--- src/rtl/mem_stage.sv ---
// Memory-access stage + MEM/WB register; single-outstanding req/ack bus, bus timeout under `MEM_TIMEOUT_EN`.
// Latency 1 cycle to W outputs after completion; stallM holds upstream while a transfer waits for ack.
module mem_stage #(
    parameter int TIMEOUT_CYCLES = 255
) (
    input  logic        clk,
    input  logic        rst,
    input  logic        Regfile_weM,
    input  logic        DataMem_weM,
    input  logic        memToRegM,
    input  logic [4:0]  writeRegAddrM,
    input  logic [31:0] aluOutM,
    input  logic [31:0] writeDataM,
    output logic        dbus_req,
    output logic        dbus_we,
    output logic [31:0] dbus_addr,
    output logic [31:0] dbus_wdata,
    input  logic [31:0] dbus_rdata,
    input  logic        dbus_ack,
    output logic        stallM,
    output logic        Regfile_weW,
    output logic [4:0]  writeRegAddrW,
    output logic [31:0] resultW,
    output logic        memErrW
);

    localparam logic [0:0] IDLE = 1'b0;
    localparam logic [0:0] BUSY = 1'b1;

    if (TIMEOUT_CYCLES < 2 || TIMEOUT_CYCLES > 65535) begin : g_bad_timeout
        $error("mem_stage: TIMEOUT_CYCLES out of range 2..65535");
    end

    logic [0:0] state;
    logic [0:0] state_nxt;
    logic       acc;
    logic       busy;
    logic       active;
    logic       pend;
    logic       abort;
    logic       load_sel;

    assign acc      = DataMem_weM | memToRegM;
    assign busy     = (state == BUSY);
    assign active   = busy | acc;
    assign load_sel = memToRegM & ~DataMem_weM;

`ifdef MEM_TIMEOUT_EN
    localparam int CW = $clog2(TIMEOUT_CYCLES + 1);

    logic [CW-1:0] wait_cnt;

    // Last permitted BUSY cycle without ack gives up the transfer.
    assign abort = busy & ~dbus_ack & (wait_cnt == CW'(TIMEOUT_CYCLES - 1));

    always_ff @(posedge clk or posedge rst) begin
        if (rst) begin
            wait_cnt <= '0;
        end else if (!busy) begin
            wait_cnt <= '0;
        end else if (!dbus_ack) begin
            wait_cnt <= wait_cnt + CW'(1);
        end
    end
`else
    assign abort = 1'b0;
`endif

    assign pend = active & ~dbus_ack & ~abort;

    // Gated by rst so the bus request and stall drop the instant reset hits.
    assign dbus_req   = active & ~rst;
    assign stallM     = pend & ~rst;
    assign dbus_we    = DataMem_weM;
    assign dbus_addr  = {aluOutM[31:2], 2'b00};
    assign dbus_wdata = writeDataM;

    always_comb begin
        state_nxt = state;
        case (state)
            IDLE:    if (acc && !dbus_ack) state_nxt = BUSY;
            BUSY:    if (dbus_ack || abort) state_nxt = IDLE;
            default: state_nxt = IDLE;
        endcase
    end

    always_ff @(posedge clk or posedge rst) begin
        if (rst) begin
            state <= IDLE;
        end else begin
            state <= state_nxt;
        end
    end

    // Stall cycles write a bubble so each instruction retires exactly once.
    always_ff @(posedge clk or posedge rst) begin
        if (rst) begin
            Regfile_weW   <= 1'b0;
            writeRegAddrW <= 5'd0;
            resultW       <= 32'd0;
            memErrW       <= 1'b0;
        end else if (pend) begin
            Regfile_weW   <= 1'b0;
            writeRegAddrW <= 5'd0;
            resultW       <= 32'd0;
            memErrW       <= 1'b0;
        end else if (abort) begin
            Regfile_weW   <= 1'b0;
            writeRegAddrW <= 5'd0;
            resultW       <= 32'd0;
            memErrW       <= 1'b1;
        end else begin
            Regfile_weW   <= Regfile_weM;
            writeRegAddrW <= writeRegAddrM;
            resultW       <= load_sel ? dbus_rdata : aluOutM;
            memErrW       <= 1'b0;
        end
    end

endmodule

--- config.mk ---
export PLATFORM = sky130hd
export DESIGN_NAME = mem_stage
export DESIGN_NICKNAME = d
export VERILOG_FILES = /design/src/rtl/mem_stage.sv
export SDC_FILE = /design/constraint.sdc
export NUM_CORES = 1
export LEC_CHECK = 0
export CAP_MARGIN = 20
export CORE_MARGIN = 2
export CORE_UTILIZATION = 29
export DETAILED_ROUTE_END_ITERATION = 10
export PLACE_DENSITY_LB_ADDON = 0.2
export SLEW_MARGIN = 20
export SYNTH_ARGS = -nofsm -noshare
export SYNTH_HDL_FRONTEND = slang
export SYNTH_SLANG_ARGS = --single-unit
--- constraint.sdc ---
create_clock -name clk -period 1.01 [get_ports clk]
set_input_delay 0.202 -clock clk [delete_from_list [all_inputs] [get_ports clk]]
set_output_delay 0.202 -clock clk [all_outputs]
set_load 0.05 [all_outputs]
Yosys cells after proc, flatten, opt, wreduce, memory -nomap -nowiden --
Index checks and enable logic that the tools add are counted.
Storage, ports and cells: register bits after elaboration 39, bits of input ports 107, output and inout bits 106, logic and storage cells 23
Operators by class: muxes and demuxes 7, bitwise logic cells 10, reductions and logical operators 2
Operators by type and width (count):
- two-way mux 32 bit | 2
- two-way mux 5 bit | 1
- bitwise AND 1 bit | 4
- NOT 1 bit | 4
- two-way mux 1 bit | 3
- bitwise OR 1 bit | 2
- one-hot mux 1 bit (2 select lines) | 1
- logical AND 1 bit | 1
- zero test 1 bit | 1

Logic depth before layout (Yosys ltp) --
Gate-level depths: netlist of run 1.
depth after elaboration 4, gate-level depth with buffers 5, mapped depth without buffers 3

Worst setup path after synthesis of run 1 --
OpenSTA, ideal clock, no wires.
path kind in2out, start point input port dbus_ack, end point output port stallM, data arrival time 1611 ps, required time 808 ps, path slack -803 ps, stages on the path 3, buffers on the path 2, cell sequence buf_4 -> buf_2 -> nor3_1
On the way: word-level cells in the longest chain between the ends 3
Ends and longest elaborated chain:
- from (decl) | line 19 | input logic dbus_ack,
- NOT 1 bit | line 69 | assign pend = active & ~dbus_ack & ~abort;
- bitwise AND 1 bit | line 69
- bitwise AND 1 bit | line 73 | assign stallM = pend & ~rst;
- to (decl) | line 20 | output logic stallM,
Every way passes these cells.

Worst setup path after layout of run 1 --
start point register state, in the netlist busy, end point output port stallM
On the way: word-level cells in the longest chain between the ends 3
Ends and longest elaborated chain:
- from (decl) | line 34 | logic [0:0] state;
- from (signal assigned) | line 91 | state <= state_nxt;
- bitwise OR 1 bit | line 45 | assign active = busy | acc;
- bitwise AND 1 bit | line 69
- bitwise AND 1 bit | line 73
Every way passes these cells.

==> results.txt, run 1 <==
----------------------------------------------------
[Synth]
  Mapped Cells ... 270
  Largest cells by area after synthesis ... sky130_fd_sc_hd__dfrtp_1 39%, sky130_fd_sc_hd__buf_4 21%, sky130_fd_sc_hd__nor3b_1 9.7%, sky130_fd_sc_hd__a31oi_1 8.1%, sky130_fd_sc_hd__nand3_1 6.5%
  Average footprint of a synthesized cell ... 9.15 sq um
  YS warnings ... 0
  Number of flip-flops and latches in the synthesized netlist ... 39
  Unique masters post-synth ... 18
  Library cell occupying the most area in the post-synthesis netlist ... sky130_fd_sc_hd__dfrtp_1
  Share of the yosys chip area belonging to registers ... 39.5%
  Yosys top cell area share ... 39.5%
  Post-synth design cell area ... 2470 sq um

[Power and ir drop]
  Register share of total power ... 31.2%
  Internal portion of total power ... 3.81 mW
  Switching part of the total ... 33.7%
  Static leakage power ... 2.14 nW
  Peak supply drop ... 0.727 mV
  Sw power ... 1.94 mW
  Clock power share ... 23.5%
  Share of power burned in combinational logic ... 45.3%
  Pwr per Cell Area ... 1160 nW/um^2

[Timing]
  Peak Freq ... 723 MHz
  Count of final hold-check violations ... 0
  Unrepaired setup endpoints after global routing ... yes
  Setup Skew ... 5.84 ps
  Final WS setup ... -373 ps
  Number of pins exceeding their max-slew limit in the final report ... 0
  Post-route fraction of the period consumed by the critical path ... 137%
  Setup violators final ... 79
  Final critical path time including I/O delays and setup ... 1380 ps

[Global route]
  Number of global-route vias before repair ... 2425
  GRT Resource Usage Total ... 18.0%
  Pin count of the biggest net entering global routing ... 35
  Total global routing overflow ... 0
  Number of antenna violations at the first check in global routing ... 0
  First-pass GRT wire length ... 12.8 mm

[Clock tree]
  Clock buffers created by TritonCTS ... 5
  Clock latency at the later pin of the worst-skew pair ... 290 ps
  Number of H-tree levels ... 2
  Clock transition at path regs ... 80 ps
  CTS sink count ... 39
  CTS tree ... built
  Buffer levels on the longest clock path ... 2
  Buffer type at the clock tree root ... sky130_fd_sc_hd__clkbuf_8

[Floorplan]
  Count of standard-cell rows ... 33
  Initial core utilization ... 29.9%
  Die outline height ... 96.3 microns
  Chip width ... 96.3 microns
  Total die area ... 9280 sq um
  Core region area ... 8260 sq um
  I/O pin total ... 213

[Cells and area]
  Syn-to-layout area delta ... 101%
  Net total in the final layout ... 494
  Combined flip-flop and latch cell area ... 977 sq um
  Ratio of cells with drive above 1 in the final layout ... 44.6%
  Antenna fix cells ... 0
  Filler cells ... 693
  Area of combinational cells with multiple inputs ... 1040 sq um
  Finished Cell Area ... 4970 sq um

[Run]
  MaxCap Viol Count ... 0

[Critical path]
  Nature of the critical path startpoint ... flip-flop
  Crit end category ... primary output
  Data arrival time of the worst path ... 1180 ps
  Slack of the worst reg-to-reg path ... -330 ps
  Data required time of the critical path ... 810 ps
  CP max FO ... 3
  Type of the worst setup path ... flip-flop to primary output

[Placed design]
  Final weighted congestion in routability-driven placement ... 0.725
  PortBufs ... 145
  Worst slack, placed ... -503 ps
  DP HPWL ... 6.59 mm
  Standard cell area after detailed placement ... 4690 sq um

[Routing]
  DRC violation count after routing ... 0
  Initial DRC Count ... 92
  Post-DRT Antenna Nets ... 0
  Total wire length ... 8.53 mm
  Via total after detailed routing ... 2443
  Router iterations before antenna repair ... 4
  Vias per cell ... 4.96
  Routed length per instance ... 17.3 microns

[Run status]
  Violated checks ... setup timing
  Result of the run ... finished, violations left

[Worst hold path]
  Class of the tightest hold or removal check ... input port to flip-flop

----------------------------------------------------
==> power groups by stage <==
stage          registers, mW  clock network (mW)  logic, mW
2_1_floorplan           2.20                   0       1.15
3_3_place_gp            1.83                   0       2.52
3_5_place_dp            1.83                   0       2.55
4_1_cts                 1.80                1.40       2.63
5_1_grt                 1.81                1.47       2.72
6_report                1.79                1.35       2.61
==> cells in the final DEF (no fill, tap or decap) <==
| master | count |
|---|---|
| sky130_fd_sc_hd__buf_16 | 2 |
| sky130_fd_sc_hd__nor3b_2 | 31 |
| sky130_fd_sc_hd__conb_1 | 3 |
| sky130_fd_sc_hd__dlygate4sd2_1 | 30 |
| sky130_fd_sc_hd__dfrtp_2 | 1 |
| sky130_fd_sc_hd__clkinvlp_4 | 1 |
| sky130_fd_sc_hd__clkbuf_8 | 6 |
| sky130_fd_sc_hd__clkdlybuf4s15_1 | 1 |
| sky130_fd_sc_hd__buf_4 | 41 |
| sky130_fd_sc_hd__nor3b_4 | 1 |
| sky130_fd_sc_hd__dfrtp_1 | 38 |
| sky130_fd_sc_hd__bufinv_16 | 1 |
| sky130_fd_sc_hd__buf_2 | 2 |
| sky130_fd_sc_hd__buf_12 | 78 |
| sky130_fd_sc_hd__nor2b_1 | 6 |
| sky130_fd_sc_hd__bufbuf_16 | 2 |
| sky130_fd_sc_hd__a31oi_1 | 32 |
| sky130_fd_sc_hd__nand3_1 | 32 |
| sky130_fd_sc_hd__nor3_4 | 2 |
| sky130_fd_sc_hd__buf_6 | 1 |
| sky130_fd_sc_hd__clkdlybuf4s50_1 | 41 |
| sky130_fd_sc_hd__clkinv_2 | 1 |
| sky130_fd_sc_hd__or2b_4 | 1 |
| sky130_fd_sc_hd__o21ai_1 | 32 |
| sky130_fd_sc_hd__nor2_4 | 2 |
==> critical path: stages (launching register included) <==
cell                      delay (ps)
sky130_fd_sc_hd__dfrtp_2         420
sky130_fd_sc_hd__nor3_4          240
sky130_fd_sc_hd__nor3_4           70
sky130_fd_sc_hd__buf_12          160
==> layer usage <==
| layer | GRT usage, % | routed length, microns |
|---|---|---|
| met3 | 5.87 | 873 |
| met4 | 4.93 | 157 |
| met1 | 19.3 | 2890 |
| met2 | 33.7 | 4600 |
| met5 | 0 | 0 |
==> worst paths after layout <==
path	from	endpoint	depth (start not counted)
worst max-delay path	busy	stallM	3
worst min-delay path	aluOutM[31]	resultW[31]	3
worst max register to register	busy	resultW[25]	5
worst min register to register	busy	busy	3
max in group asynchronous	rst	busy	4
min in group asynchronous	rst	resultW[29]	4
==> cell families after synthesis <==
family          synth area share, %
buf+inv                        26.7
simple gates                   19.1
flops                          39.5
other cells                   0.152
compound gates                 14.6
==> flip-flops by register name, indices dropped and copies added (netlist names) <==
name / count
busy: 1
Regfile_weW: 1
writeRegAddrW: 5
resultW: 32
==> cells in the mapped netlist <==
master / n
sky130_fd_sc_hd__nor3_1: 1
sky130_fd_sc_hd__a31oi_1: 32
sky130_fd_sc_hd__o21ai_1: 28
sky130_fd_sc_hd__or2b_4: 1
sky130_fd_sc_hd__o21ai_0: 4
sky130_fd_sc_hd__buf_4: 68
sky130_fd_sc_hd__clkbuf_1: 5
sky130_fd_sc_hd__nor3_2: 1
sky130_fd_sc_hd__nor3b_1: 32
sky130_fd_sc_hd__buf_6: 7
sky130_fd_sc_hd__dfrtp_1: 39
sky130_fd_sc_hd__nor2_1: 2
sky130_fd_sc_hd__conb_1: 1
sky130_fd_sc_hd__nand3_1: 32
sky130_fd_sc_hd__buf_2: 8
sky130_fd_sc_hd__inv_1: 1
sky130_fd_sc_hd__nor2b_1: 6
sky130_fd_sc_hd__buf_1: 2
==> final cells by class <==
cell class	instances	share of cell area [%]
Clock buffer	6	1.66
Clock inverter	2	0.705
Timing Repair Buffer	198	54.2
Inverter	1	0.151
Tap cell	105	2.64
Sequential cell	39	19.7
Multi-Input combinational cell	142	21.0
==> per-stage QoR <==
| step | hold WS, ps | TNS, ps | instances | power, mW | util [%] |
|---|---|---|---|---|---|
| 2_1_floorplan | 174 | -621 | 272 | 3.35 | - |
| 3_3_place_gp | 404 | -22370 | 479 | 4.34 | 56.8 |
| 3_5_place_dp | 404 | -24240 | 479 | 4.38 | 56.8 |
| 4_1_cts | 323 | -12780 | 494 | 5.82 | 60.3 |
| 5_1_grt | 340 | -12670 | 493 | 6.00 | 60.2 |
| 6_report | 326 | -9090 | 493 | 5.75 | 60.2 |
==> repair_timing <==
item | CTS | global route
hold buffers | 0 | 0
pin swaps | 6 | 2
gates resized for setup | 52 | 3
setup endpoints to repair | 110 | 80
setup buffers | 3 | 0
gates cloned | 4 | 0
No activity file was read; power rests on OpenSTA's default activity.
==> run 2, diff against run 1 <==
SKIP_CTS_REPAIR_TIMING = 1   (was default)
SLEW_MARGIN = 10   (was 20)
==> results.txt, run 2 (synthesis gave the netlist of run 1 again) <==
----------------------------------------------------
[Run status]
  Result of the run ... finished, violations left
  Violated checks ... setup timing

[Critical path]
  CP max FO ... 3 (unchanged)
  Critical path, cell by cell ... nor3_4, nor3_4, buf_12
  Endpoint of the most critical register-to-register path ... resultW[10]
  Worst stage delay on the critical path ... 430 ps (about the same)
  Worst flop-to-flop path startpoint ... busy
  Data required time of the critical path ... 810 ps (about the same)
  Cell with the largest stage delay on the worst path ... sky130_fd_sc_hd__dfrtp_2
  Most frequent CP cell ... sky130_fd_sc_hd__nor3_4
  Nature of the critical path startpoint ... flip-flop
  Crit end category ... primary output
  Data arrival time of the worst path ... 1230 ps (+50 ps)
  Type of the worst setup path ... flip-flop to primary output
  Buf/Inv on CP ... 1 (unchanged)
  Slack of the worst reg-to-reg path ... -190 ps (+140 ps)
  R2R depth ... 5 (unchanged)
  Delay-heaviest family, CP ... flip-flops

[Cells and area]
  Syn-to-layout area delta ... 102%
  Most common cell after layout, fill and taps aside ... sky130_fd_sc_hd__buf_12
  Ratio of cells with drive above 1 in the final layout ... 44.2% (-0.43 points)
  Filler cells ... 677 (-2.3%)
  Area of combinational cells with multiple inputs ... 1040 sq um (-0.48%)
  Net total in the final layout ... 491 (-0.61%)
  Combined flip-flop and latch cell area ... 977 sq um (unchanged)
  Fin cells ... 490 (-0.61%)
  Leading cell types in the layout, fill and taps excluded ... 78 x sky130_fd_sc_hd__buf_12, 41 x sky130_fd_sc_hd__clkdlybuf4s50_1, 41 x sky130_fd_sc_hd__buf_4
  Regs by FF count ... resultW x32, writeRegAddrW x5
  Number of flip-flops under the largest register name ... 32 (unchanged)
  Antenna fix cells ... 0 (unchanged)
  Finished Cell Area ... 4980 sq um (+0.30%)
  Register bank with the most flops ... resultW

[Worst hold path]
  Startpoint of the worst hold path ... aluOutM[31]
  Class of the tightest hold or removal check ... input port to flip-flop
  Worst hold path stage count ... 3 (unchanged)
  Endpoint with the worst hold slack ... resultW[31]

[Floorplan]
  Core region area ... 8260 sq um (unchanged)
  Initial core utilization ... 29.9% (unchanged)
  I/O pin total ... 213 (unchanged)
  Die outline height ... 96.3 microns (unchanged)
  Count of standard-cell rows ... 33 (unchanged)
  Chip width ... 96.3 microns (unchanged)
  Total die area ... 9280 sq um (unchanged)

[Placed design]
  PortBufs ... 145 (unchanged)
  DP HPWL ... 6.59 mm (unchanged)
  Final weighted congestion in routability-driven placement ... 0.725 (unchanged)
  Standard cell area after detailed placement ... 4690 sq um (unchanged)
  Cell count after placement ... 479 (unchanged)

[Run]
  MaxCap Viol Count ... 0 (unchanged)

[Global route]
  GRT Resource Usage Total ... 17.2% (-0.87 points)
  Number of global-route vias before repair ... 2361 (-2.6%)
  Total global routing overflow ... 0 (unchanged)
  First-pass GRT wire length ... 12.3 mm (-3.7%)
  Number of antenna violations at the first check in global routing ... 0 (unchanged)
  Pin count of the biggest net entering global routing ... 35 (unchanged)

[Timing]
  Post-route fraction of the period consumed by the critical path ... 142% (+5.0 points)
  Final WS setup ... -423 ps (-50.0 ps)
  Worst-case hold slack ... 219 ps (-108 ps)
  Number of pins exceeding their max-slew limit in the final report ... 0 (unchanged)
  Peak Freq ... 698 MHz (-3.5%)
  Count of final hold-check violations ... 0 (unchanged)
  Unrepaired setup endpoints after global routing ... yes
  Setup violators final ... 79 (unchanged)
  Final critical path time including I/O delays and setup ... 1430 ps (+50.0 ps)
  Setup Skew ... 5.59 ps (-0.251 ps)

[Clock tree]
  Clock buffers created by TritonCTS ... 5 (unchanged)
  Buffer type at the clock tree root ... sky130_fd_sc_hd__clkbuf_8
  Buffer levels on the longest clock path ... 2 (unchanged)
  CTS sink count ... 39 (unchanged)
  Clock transition at path regs ... 80 ps (about the same)
  Number of H-tree levels ... 2 (unchanged)
  CTS tree ... built
  Clock latency at the later pin of the worst-skew pair ... 290 ps (about the same)

[Power and ir drop]
  Sw power ... 1.92 mW (-0.79%)
  Peak supply drop ... 0.720 mV (-0.99%)
  Internal portion of total power ... 3.78 mW (-0.78%)
  Switching part of the total ... 33.7% (about the same)
  Pwr per Cell Area ... 1140 nW/um^2 (-1.1%)
  Register share of total power ... 31.4% (+0.2 points)
  Share of power burned in combinational logic ... 45.0% (-0.3 points)
  Static leakage power ... 2.33 nW (+8.9%)
  Clock power share ... 23.6% (about the same)

[Routing]
  Vias per cell ... 4.94 (-0.21%)
  Total wire length ... 8.42 mm (-1.2%)
  DRC violation count after routing ... 0 (unchanged)
  Via total after detailed routing ... 2423 (-0.82%)
  Router iterations before antenna repair ... 4 (unchanged)
  Initial DRC Count ... 100 (+8.7%)
  Routed length per instance ... 17.2 microns (-0.62%)
  Post-DRT Antenna Nets ... 0 (unchanged)

----------------------------------------------------
## run 2: through the flow
stage          TNS (ps)  setup slack [ps]  util (%)  total power [mW]
2_1_floorplan      -621             -88.1         -              3.35
3_3_place_gp     -22370              -452      56.8              4.34
3_5_place_dp     -24240              -503      56.8              4.38
4_1_cts          -14510              -475      58.2              5.75
5_1_grt          -11850              -471      60.4              5.95
6_report          -8190              -423      60.4              5.71
## run 2: layer usage
metal	wire length [microns]	GRT usage, %	part of all wire [%]
met5	0	0	0
met1	2810	18.1	33
met4	104	3.99	1.2
met3	880	6.19	10
met2	4630	32.3	55
## run 2: tightest hold or removal path, cell delays in order
cell,delay (ps)
sky130_fd_sc_hd__dlymetal6s2s_1,120
sky130_fd_sc_hd__nand3_1,80
sky130_fd_sc_hd__o21ai_1,70
## run 2: cell type report
type / instances / area share (%)
Timing Repair Buffer: 195 / 54.4
Multi-Input combinational cell: 142 / 20.8
Sequential cell: 39 / 19.6
Tap cell: 105 / 2.64
Clock buffer: 6 / 1.66
Clock inverter: 2 / 0.703
Inverter: 1 / 0.151
## run 2: worst max-delay path by stage
| stage | depth (start not counted) | endpoint | startpoint | slack, ps |
|---|---|---|---|---|
| 5_1_grt | 3 | dbus_req | busy | -470 |
| 2_1_floorplan | 3 | stallM | dbus_ack | -90 |
| 3_5_place_dp | 4 | resultW[24] | DataMem_weM | -500 |
| 4_1_cts | 4 | stallM | DataMem_weM | -470 |
| 6_report | 3 | stallM | busy | -420 |
| 3_3_place_gp | 4 | resultW[1] | DataMem_weM | -450 |
## run 2: power groups by stage
stage,logic (mW),clock network [mW],registers [mW]
2_1_floorplan,1.15,0,2.20
3_5_place_dp,2.55,0,1.83
3_3_place_gp,2.52,0,1.83
5_1_grt,2.68,1.47,1.81
4_1_cts,2.55,1.40,1.80
6_report,2.57,1.34,1.79
